### config.mk
export PLATFORM = sky130hd
export DESIGN_NAME = uart_tx_fifo
export DESIGN_NICKNAME = d
export VERILOG_FILES = /design/src/rtl/uart_pkg.sv /design/src/rtl/sync_fifo.sv /design/src/rtl/uart_tx_fifo.sv
export SDC_FILE = /design/constraint.sdc
export NUM_CORES = 1
export LEC_CHECK = 0
export ABC_CLOCK_PERIOD_IN_PS = 3700
export CORE_MARGIN = 3
export CORE_UTILIZATION = 40
export DETAILED_ROUTE_END_ITERATION = 10
export PLACE_DENSITY_LB_ADDON = 0.15
export SYNTH_ARGS = -nofsm -noshare
export SYNTH_HDL_FRONTEND = slang
export SYNTH_SLANG_ARGS = --single-unit
### constraint.sdc
create_clock -name clk -period 3.7 [get_ports clk]
set_clock_uncertainty 0.2 [all_clocks]
set_input_delay 1.11 -clock clk [delete_from_list [all_inputs] [get_ports clk]]
set_output_delay 1.11 -clock clk [all_outputs]
set_load 0.02 [all_outputs]
### src/rtl/uart_pkg.sv
// uart_pkg: shared constants and issue-controller state encoding for the UART TX path.
package uart_pkg;
  localparam int UART_DATA_W = 8;
  localparam int HS_TIMEOUT = 4;
  localparam int HS_CNT_W = $clog2(HS_TIMEOUT);
  typedef enum logic [1:0] {S_IDLE, S_WAIT_BUSY, S_WAIT_DONE} tx_state_e;
endpackage

### src/rtl/sync_fifo.sv
// sync_fifo: power-of-two circular buffer with wrap-bit pointers and registered full/empty/level.
module sync_fifo #(
  parameter int AW = 4,
  parameter int DW = 8
) (
  input  logic          clk,
  input  logic          rst_n,
  input  logic          push,
  input  logic [DW-1:0] push_data,
  input  logic          pop,
  output logic [DW-1:0] pop_data,
  output logic          full,
  output logic          empty,
  output logic          empty_nx,
  output logic [AW:0]   level
);
  logic [DW-1:0] ram [2**AW];
  logic [AW:0] wr_ptr, rd_ptr, wr_nx, rd_nx, level_nx;
  logic push_ok, pop_ok;
  always_comb begin
    push_ok = push && !full;
    pop_ok = pop && !empty;
    wr_nx = wr_ptr + {{AW{1'b0}}, push_ok};
    rd_nx = rd_ptr + {{AW{1'b0}}, pop_ok};
    level_nx = wr_nx - rd_nx;
    empty_nx = level_nx == '0;
  end
  assign pop_data = ram[rd_ptr[AW-1:0]];
  always_ff @(posedge clk)
    if (push_ok) ram[wr_ptr[AW-1:0]] <= push_data;
  always_ff @(posedge clk or negedge rst_n)
    if (!rst_n) begin
      wr_ptr <= '0;
      rd_ptr <= '0;
      level <= '0;
      full <= 1'b0;
      empty <= 1'b1;
    end else begin
      wr_ptr <= wr_nx;
      rd_ptr <= rd_nx;
      level <= level_nx;
      full <= level_nx[AW];
      empty <= empty_nx;
    end
endmodule

### src/rtl/uart_tx_fifo.sv
// uart_tx_fifo: buffers bytes and issues them to uart_tx via data/enable/busy handshake.
// Optional saturating drop counter when UART_TX_FIFO_OVF_CNT_EN is defined.
module uart_tx_fifo
  import uart_pkg::*;
#(
  parameter int DEPTH_LOG2 = 4,
  parameter int DATA_W = UART_DATA_W
) (
  input  logic                clk,
  input  logic                rst_n,
  input  logic [DATA_W-1:0]   wr_data_i,
  input  logic                wr_en_i,
  output logic                full_o,
  output logic                empty_o,
  output logic [DEPTH_LOG2:0] level_o,
  output logic [DATA_W-1:0]   tx_data_o,
  output logic                tx_en_o,
  input  logic                tx_busy_i,
  output logic                idle_o
`ifdef UART_TX_FIFO_OVF_CNT_EN
  ,
  input  logic                ovf_clr_i,
  output logic [7:0]          ovf_cnt_o
`endif
);
  tx_state_e state;
  logic [HS_CNT_W-1:0] cnt;
  logic [DATA_W-1:0] head;
  logic pop, empty_nx;
  assign pop = state == S_IDLE && !empty_o && !tx_busy_i;
  sync_fifo #(.AW(DEPTH_LOG2), .DW(DATA_W)) u_fifo (
    .clk(clk),
    .rst_n(rst_n),
    .push(wr_en_i),
    .push_data(wr_data_i),
    .pop(pop),
    .pop_data(head),
    .full(full_o),
    .empty(empty_o),
    .empty_nx(empty_nx),
    .level(level_o)
  );
  // idle_o looks at next-state values so it rises on the same edge the FSM re-enters S_IDLE
  always_ff @(posedge clk or negedge rst_n)
    if (!rst_n) begin
      state <= S_IDLE;
      cnt <= '0;
      tx_en_o <= 1'b0;
      tx_data_o <= '0;
      idle_o <= 1'b1;
    end else begin
      tx_en_o <= 1'b0;
      idle_o <= 1'b0;
      case (state)
        S_IDLE:
          if (pop) begin
            state <= S_WAIT_BUSY;
            tx_en_o <= 1'b1;
            tx_data_o <= head;
            cnt <= '0;
          end else idle_o <= empty_nx;
        S_WAIT_BUSY:
          if (tx_busy_i) state <= S_WAIT_DONE;
          else if (cnt == HS_CNT_W'(HS_TIMEOUT - 1)) begin
            state <= S_IDLE;
            idle_o <= empty_nx;
          end else cnt <= cnt + 1'b1;
        S_WAIT_DONE:
          if (!tx_busy_i) begin
            state <= S_IDLE;
            idle_o <= empty_nx;
          end
        default: state <= S_IDLE;
      endcase
    end
`ifdef UART_TX_FIFO_OVF_CNT_EN
  always_ff @(posedge clk or negedge rst_n)
    if (!rst_n) ovf_cnt_o <= '0;
    else ovf_cnt_o <= ovf_clr_i ? 8'd0 : (wr_en_i && full_o && ovf_cnt_o != 8'hFF) ? ovf_cnt_o + 8'd1 : ovf_cnt_o;
`endif
endmodule
==> flow_summary_export.csv, run 1 <==
group,metric,value,unit
run_status,status,"finished, final reports clean",
setup_path,critPathMaxFanout,4,
yosys,async_flop_share,0.190,
power,swShare,0.301,
die,io_pins,29,
global_routing,antenna_found_initial,0,
yosys,synth.most_common_cell,"edfxtp_1",
power,comb_power_share,0.317,
die,core_area,15400,µm²
yosys,synth_area,6350,µm²
cells_and_area,diodes,0,
die,dieArea,17400,µm²
sta,layout_worst_path_cycle_share,0.948,
routing,first_pass_iters,5,
cells_and_area,syn2layout_area_growth,20.7,%
sta,slew_violations,0,
yosys,synth_top_area_share,0.605,
clock_network,post_cts_buffers,0,
sta,period_needed,3.51,ns
yosys,yosysUniqueCellTypes,35,
sta,fmax,0.285,GHz
placement,dp_hpwl,7.68,mm
yosys,synth_area_per_cell,19.6,µm²
clock_network,cts_hold_buf,0,
yosys,synth_flop_cell,"edfxtp_1",
power,cellLeakagePower,2.83,nW
setup_path,crit_buf_inv,2,
sta,relSlewSlack,0.513,
routing,drc_errors,0,
setup_path,arrival,3.65,ns
clock_network,path_clk_slew,0.06,ns
yosys,synthCells,324,
setup_path,cpPeakStageDelay,0.48,ns
cells_and_area,multi_input_area,1610,µm²
yosys,synth_area_leaders,"edfxtp_1, mux4_1, dfrtp_1",
power,p_seq_frac,0.389,
routing,wl_per_cell,19.7,µm
routing,finalWirelength,12.2,mm
global_routing,first_global_vias,3209,
global_routing,track_usage,0.149,
cells_and_area,drive_above_1_share,0.182,
hold_path,hold_class,"flop to flop",
setup_path,crit_type,"input pin to flop",
global_routing,grt_pass1_wl,18.8,mm
clock_network,cts-root-buf,"clkbuf_16",
routing,ant_nets,0,
cells_and_area,final_cells,617,
setup_path,end_kind,"flop",
routing,vias,3114,
yosys,yosysWarnings,0,
yosys,ys_seq_area_frac,0.724,
clock_network,cts_buffers,17,
sta,hold_violations,0,
clock_network,cts_tree,"built",
yosys,synth_largest_area_cell,"edfxtp_1",
power,cell_internal_pwr,4.22,mW
setup_path,worstPathRequired,3.84,ns
global_routing,grt_start_max_net_pins,33,
cells_and_area,fin_util,0.499,
placement,numPortBuffers,28,
clock_network,insertion_delay,0.42,ns
power,ir_drop,0.427,mV
die,die_w,132,µm
power,clockPowerShare,0.294,
cells_and_area,finalNetCount,415,
yosys,syn_nets,346,
die,rows,45,
flow_run,maxCapViolCount,0,
setup_path,cp_common_cell,"ha_1",
placement,place_inst,585,
setup_path,crit_path_top_delay_cell,"clkdlybuf4s50_1",
placement,gp_congestion,0.734,
clock_network,cts_resized,0,
clock_network,cts_max_path_buffers,2,
sta,rsz0062_at_grt,"no",
routing,initialDrtViolationCount,133,
sta,worstMarginPinSlew,0.731,ns
yosys,synth_edf_count,128,
power,power_density,787,nW/µm²
die,initial_utilization,0.413,
setup_path,path_cells,"clkdlybuf4s50_1 > nor2_1 > nand2_1 > inv_1 > ha_1 > ha_1 > xnor2_1 > ha_1 > a21oi_1 > nand2_1 > xor2_1 > or4_1 > nor3_1",
cells_and_area,regArea,4600,µm²
die,dieHeight,132,µm
clock_network,cts_sinks,158,
routing,viasPerCell,5.05,
global_routing,grt.overflow.total,0,
setup_path,start_kind,"input pin",
yosys,synth.ff_latch_count,158,
clock_network,htree_levels,4,
power,p_switching,1.82,mW
sta,setup_viol,0,
setup_path,cp_top_family,"simple AND/OR/NAND/NOR gates",
yosys,synthTopCellsByCount,"edfxtp_1, dfrtp_1, mux4_1, nor2_1, mux2i_1",
cells_and_area,nFillCells,1275,
==> layout make-up <==
class,instances,share of cell area
sequential,158,0.599
tap,211,0.0344
timing repair buffer,64,0.0718
inverter,12,0.00587
clock buffer,17,0.0555
clock inverter,15,0.0238
multi-input combinational,140,0.209
==> state kept, by name, summed over array words and instances (netlist names) <==
signal / count
cnt: 2
u_fifo.empty: 1
u_fifo.wr_ptr: 5
u_fifo.full: 1
tx_data_o: 8
idle_o: 1
u_fifo.ram: 128
u_fifo.level: 4
tx_en_o: 1
state: 2
u_fifo.rd_ptr: 5
==> worst paths after layout <==
kind                             startpoint          endpoint  slack (ns)  cells after the start
min reg2reg                u_fifo.rd_ptr[4]  u_fifo.rd_ptr[4]        0.29                      1
min in group asynchronous             rst_n   u_fifo.level[2]        0.89                      2
max                               tx_busy_i            idle_o        0.19                     13
max reg2reg                    u_fifo.empty            idle_o        0.80                     12
max in group asynchronous             rst_n            idle_o        2.09                      2
min                        u_fifo.rd_ptr[4]  u_fifo.rd_ptr[4]        0.29                      1
==> layout by cell type (no fill, tap or decap), types with 5 or more instances in the layout <==
| cell type | instances |
|---|---|
| ha_1 | 9 |
| dfrtp_1 | 28 |
| nor2_1 | 19 |
| buf_4 | 36 |
| nor3_1 | 5 |
| clkbuf_16 | 17 |
| mux4_1 | 28 |
| a21oi_1 | 5 |
| clkdlybuf4s50_1 | 28 |
| inv_1 | 12 |
| mux2i_1 | 16 |
| edfxtp_1 | 128 |
| xnor2_1 | 6 |
| o221ai_1 | 7 |
| nand2_1 | 13 |
==> worst reg2reg max path, stage by stage (launching register included) <==
cell,delay [ns]
dfstp_2,0.55
nor2_1,0.06
nand2_1,0.07
inv_1,0.06
ha_1,0.19
ha_1,0.20
xnor2_1,0.15
ha_1,0.38
a21oi_1,0.16
nand2_1,0.08
xor2_1,0.15
or4_1,0.43
nor3_1,0.15
==> metrics by stage <==
| stage | cell area [µm²] | total power [mW] | hold WS, ns | setup TNS, ns | setup slack (ns) |
|---|---|---|---|---|---|
| after detailed placement | 7060 | 4.33 | 0.284 | -0.594 | -0.274 |
| final | 7670 | 6.04 | 0.293 | 0 | 0.191 |
| after global placement | 7060 | 4.30 | 0.285 | -0.457 | -0.219 |
| after global routing | 7670 | 6.35 | 0.312 | 0 | 0.00304 |
| after floorplan | 6350 | 3.62 | 0.244 | 0 | 0.199 |
| after CTS | 7670 | 6.13 | 0.306 | 0 | 0.163 |
==> metal layers <==
metal	routed length, µm	global-route usage
met1	5030	0.184
met2	6450	0.256
met3	534	0.0397
met4	153	0.0537
met5	0	0
==> cells by family (layout without fill, tap and decap cells) <==
group / Yosys count / count (layout) / synth area share
flip-flops: 158 / 158 / 0.724
multiplexers: 48 / 48 / 0.155
adder cells (fa/ha/maj): 10 / 10 / 0.0209
buffers and inverters: 26 / 108 / 0.0236
XOR/XNOR: 9 / 9 / 0.0148
AO/OA/AOI/OAI: 20 / 20 / 0.0230
AND/OR/NAND/NOR: 53 / 53 / 0.0388
==> power groups by stage <==
stage / logic (mW) / registers, mW / clock network (mW)
floorplan: 1.22 / 2.39 / 0
global placement: 1.92 / 2.38 / 0
detailed placement: 1.95 / 2.39 / 0
CTS: 1.96 / 2.35 / 1.82
global route: 2.08 / 2.38 / 1.89
finish: 1.92 / 2.35 / 1.78
No activity file was read; power rests on OpenSTA's default activity.
==> inputs of run 2 (changes only) <==
--- a/config.mk
+++ b/config.mk
@@ -8,7 +8,9 @@
 export ABC_CLOCK_PERIOD_IN_PS = 3700
 export CORE_MARGIN = 3
 export CORE_UTILIZATION = 40
+export CTS_CLUSTER_SIZE = 10
 export DETAILED_ROUTE_END_ITERATION = 10
+export DONT_BUFFER_PORTS = 1
 export PLACE_DENSITY_LB_ADDON = 0.15
 export SYNTH_ARGS = -nofsm -noshare
 export SYNTH_HDL_FRONTEND = slang
==> flow_summary_export.csv, run 2 (synthesized netlist as in run 1, its figures left out) <==
group,metric,value,unit
global_routing,first_global_vias,3065,
cells_and_area,diodes,0,
sta,slew_violations,0,
global_routing,antenna_found_initial,0,
routing,initialDrtViolationCount,249,
clock_network,path_clk_slew,0.06,ns
routing,viasPerCell,5.22,
clock_network,htree_levels,4,
setup_path,critPathMaxFanout,5,
clock_network,cts_tree,"built",
clock_network,cts_max_path_buffers,2,
clock_network,cts_resized,0,
global_routing,grt_start_max_net_pins,33,
setup_path,worstPathRequired,3.84,ns
sta,period_needed,3.12,ns
sta,rsz0062_at_grt,"no",
sta,whs,0.181,ns
power,cellLeakagePower,2.61,nW
routing,finalWirelength,12.3,mm
routing,vias,2991,
cells_and_area,mostFrequentLayoutCells,"edfxtp_1, mux4_1, dfrtp_1, buf_4, nor2_1",
die,die_w,132,µm
die,dieArea,17400,µm²
clock_network,insertion_delay,0.42,ns
die,dieHeight,132,µm
placement,numPortBuffers,0,
clock_network,cts_sinks,158,
power,total_power,5.51,mW
power,clockPowerShare,0.288,
cells_and_area,largest_register_ffs,128,
routing,first_pass_iters,6,
routing,drc_errors,0,
sta,relSlewSlack,0.600,
power,comb_power_share,0.272,
setup_path,crit_type,"input pin to flop",
sta,worstMarginPinSlew,0.600,ns
die,initial_utilization,0.413,
clock_network,post_cts_buffers,0,
global_routing,track_usage,0.148,
placement,dp_hpwl,7.66,mm
power,swShare,0.311,
run_status,status,"finished, final reports clean",
cells_and_area,final_common_cell,"edfxtp_1",
setup_path,end_kind,"flop",
power,ir_drop,0.492,mV
clock_network,cts_buffers,17,
die,core_area,15400,µm²
sta,layout_worst_path_cycle_share,0.844,
routing,ant_nets,0,
power,p_switching,1.71,mW
power,power_density,765,nW/µm²
clock_network,cts_hold_buf,0,
power,p_seq_frac,0.439,
power,cell_internal_pwr,3.80,mW
sta,fmax,0.320,GHz
cells_and_area,finalNetCount,372,
die,io_pins,29,
sta,fin_setup_tns,0,ns
setup_path,start_kind,"input pin",
die,rows,45,
clock_network,cts-root-buf,"clkbuf_16",
sta,hold_violations,0,
cells_and_area,syn2layout_area_growth,13.3,%
sta,setup_viol,0,
placement,gp_congestion,0.707,
routing,wl_per_cell,21.5,µm
global_routing,grt.overflow.total,0,
setup_path,arrival,3.26,ns
cells_and_area,drive_above_1_share,0.149,
global_routing,grt_pass1_wl,18.8,mm
setup_path,reg2reg_depth,11,
hold_path,hold_class,"input pin to asynchronous set/reset pin",
flow_run,maxCapViolCount,0,
[run 2: layout make-up]
class / instances / area, µm²
clock buffer: 19 / 433
clock inverter: 12 / 96.3
fill: 1311 / 8170
inverter: 12 / 45.0
multi-input combinational: 140 / 1610
sequential: 158 / 4600
tap: 211 / 264
timing repair buffer: 21 / 158
[run 2: critical path, stage by stage]
cell and delay (ns):
nor2_1 0.11, nand2_1 0.09, inv_1 0.10, ha_1 0.18, ha_1 0.20, xnor2_1 0.15, ha_1 0.31, a21o_1 0.20
a21oi_1 0.21, xor3_1 0.39, nor3_1 0.21
[run 2: power by group through the flow]
stage | clock network, mW | registers [mW] | logic [mW]
2_1_floorplan | 0 | 2.39 | 1.22
3_3_place_gp | 0 | 2.45 | 1.52
3_5_place_dp | 0 | 2.46 | 1.53
4_1_cts | 1.62 | 2.42 | 1.53
5_1_grt | 1.70 | 2.45 | 1.66
6_report | 1.59 | 2.42 | 1.50
[run 2: metal layers]
layer / track usage / routed length [µm] / part of all wire
met1: 0.186 / 5270 / 0.43
met2: 0.250 / 6290 / 0.51
met3: 0.0458 / 671 / 0.054
met4: 0.0438 / 98 / 0.0080
met5: 0 / 0 / 0
[run 2: path summary, 6_finish.rpt]
kind                                    end              from  slack, ns
setup / recovery                     idle_o         tx_busy_i       0.58
hold / removal                 tx_data_o[5]             rst_n       0.18
setup reg to reg                     idle_o      u_fifo.empty       0.63
hold reg to reg            u_fifo.rd_ptr[4]  u_fifo.rd_ptr[4]       0.28
max in group asynchronous            idle_o             rst_n       2.95
min in group clk           u_fifo.rd_ptr[4]  u_fifo.rd_ptr[4]       0.28
[run 2: per-stage QoR]
step | area [µm²] | cells | setup slack (ns) | util
after floorplan | 6350 | 324 | 0.199 | -
after global placement | 6670 | 542 | 0.249 | 0.434
after detailed placement | 6670 | 542 | 0.124 | 0.434
after CTS | 7200 | 573 | 0.557 | 0.468
after global routing | 7200 | 573 | 0.327 | 0.468
final | 7200 | 573 | 0.578 | 0.468
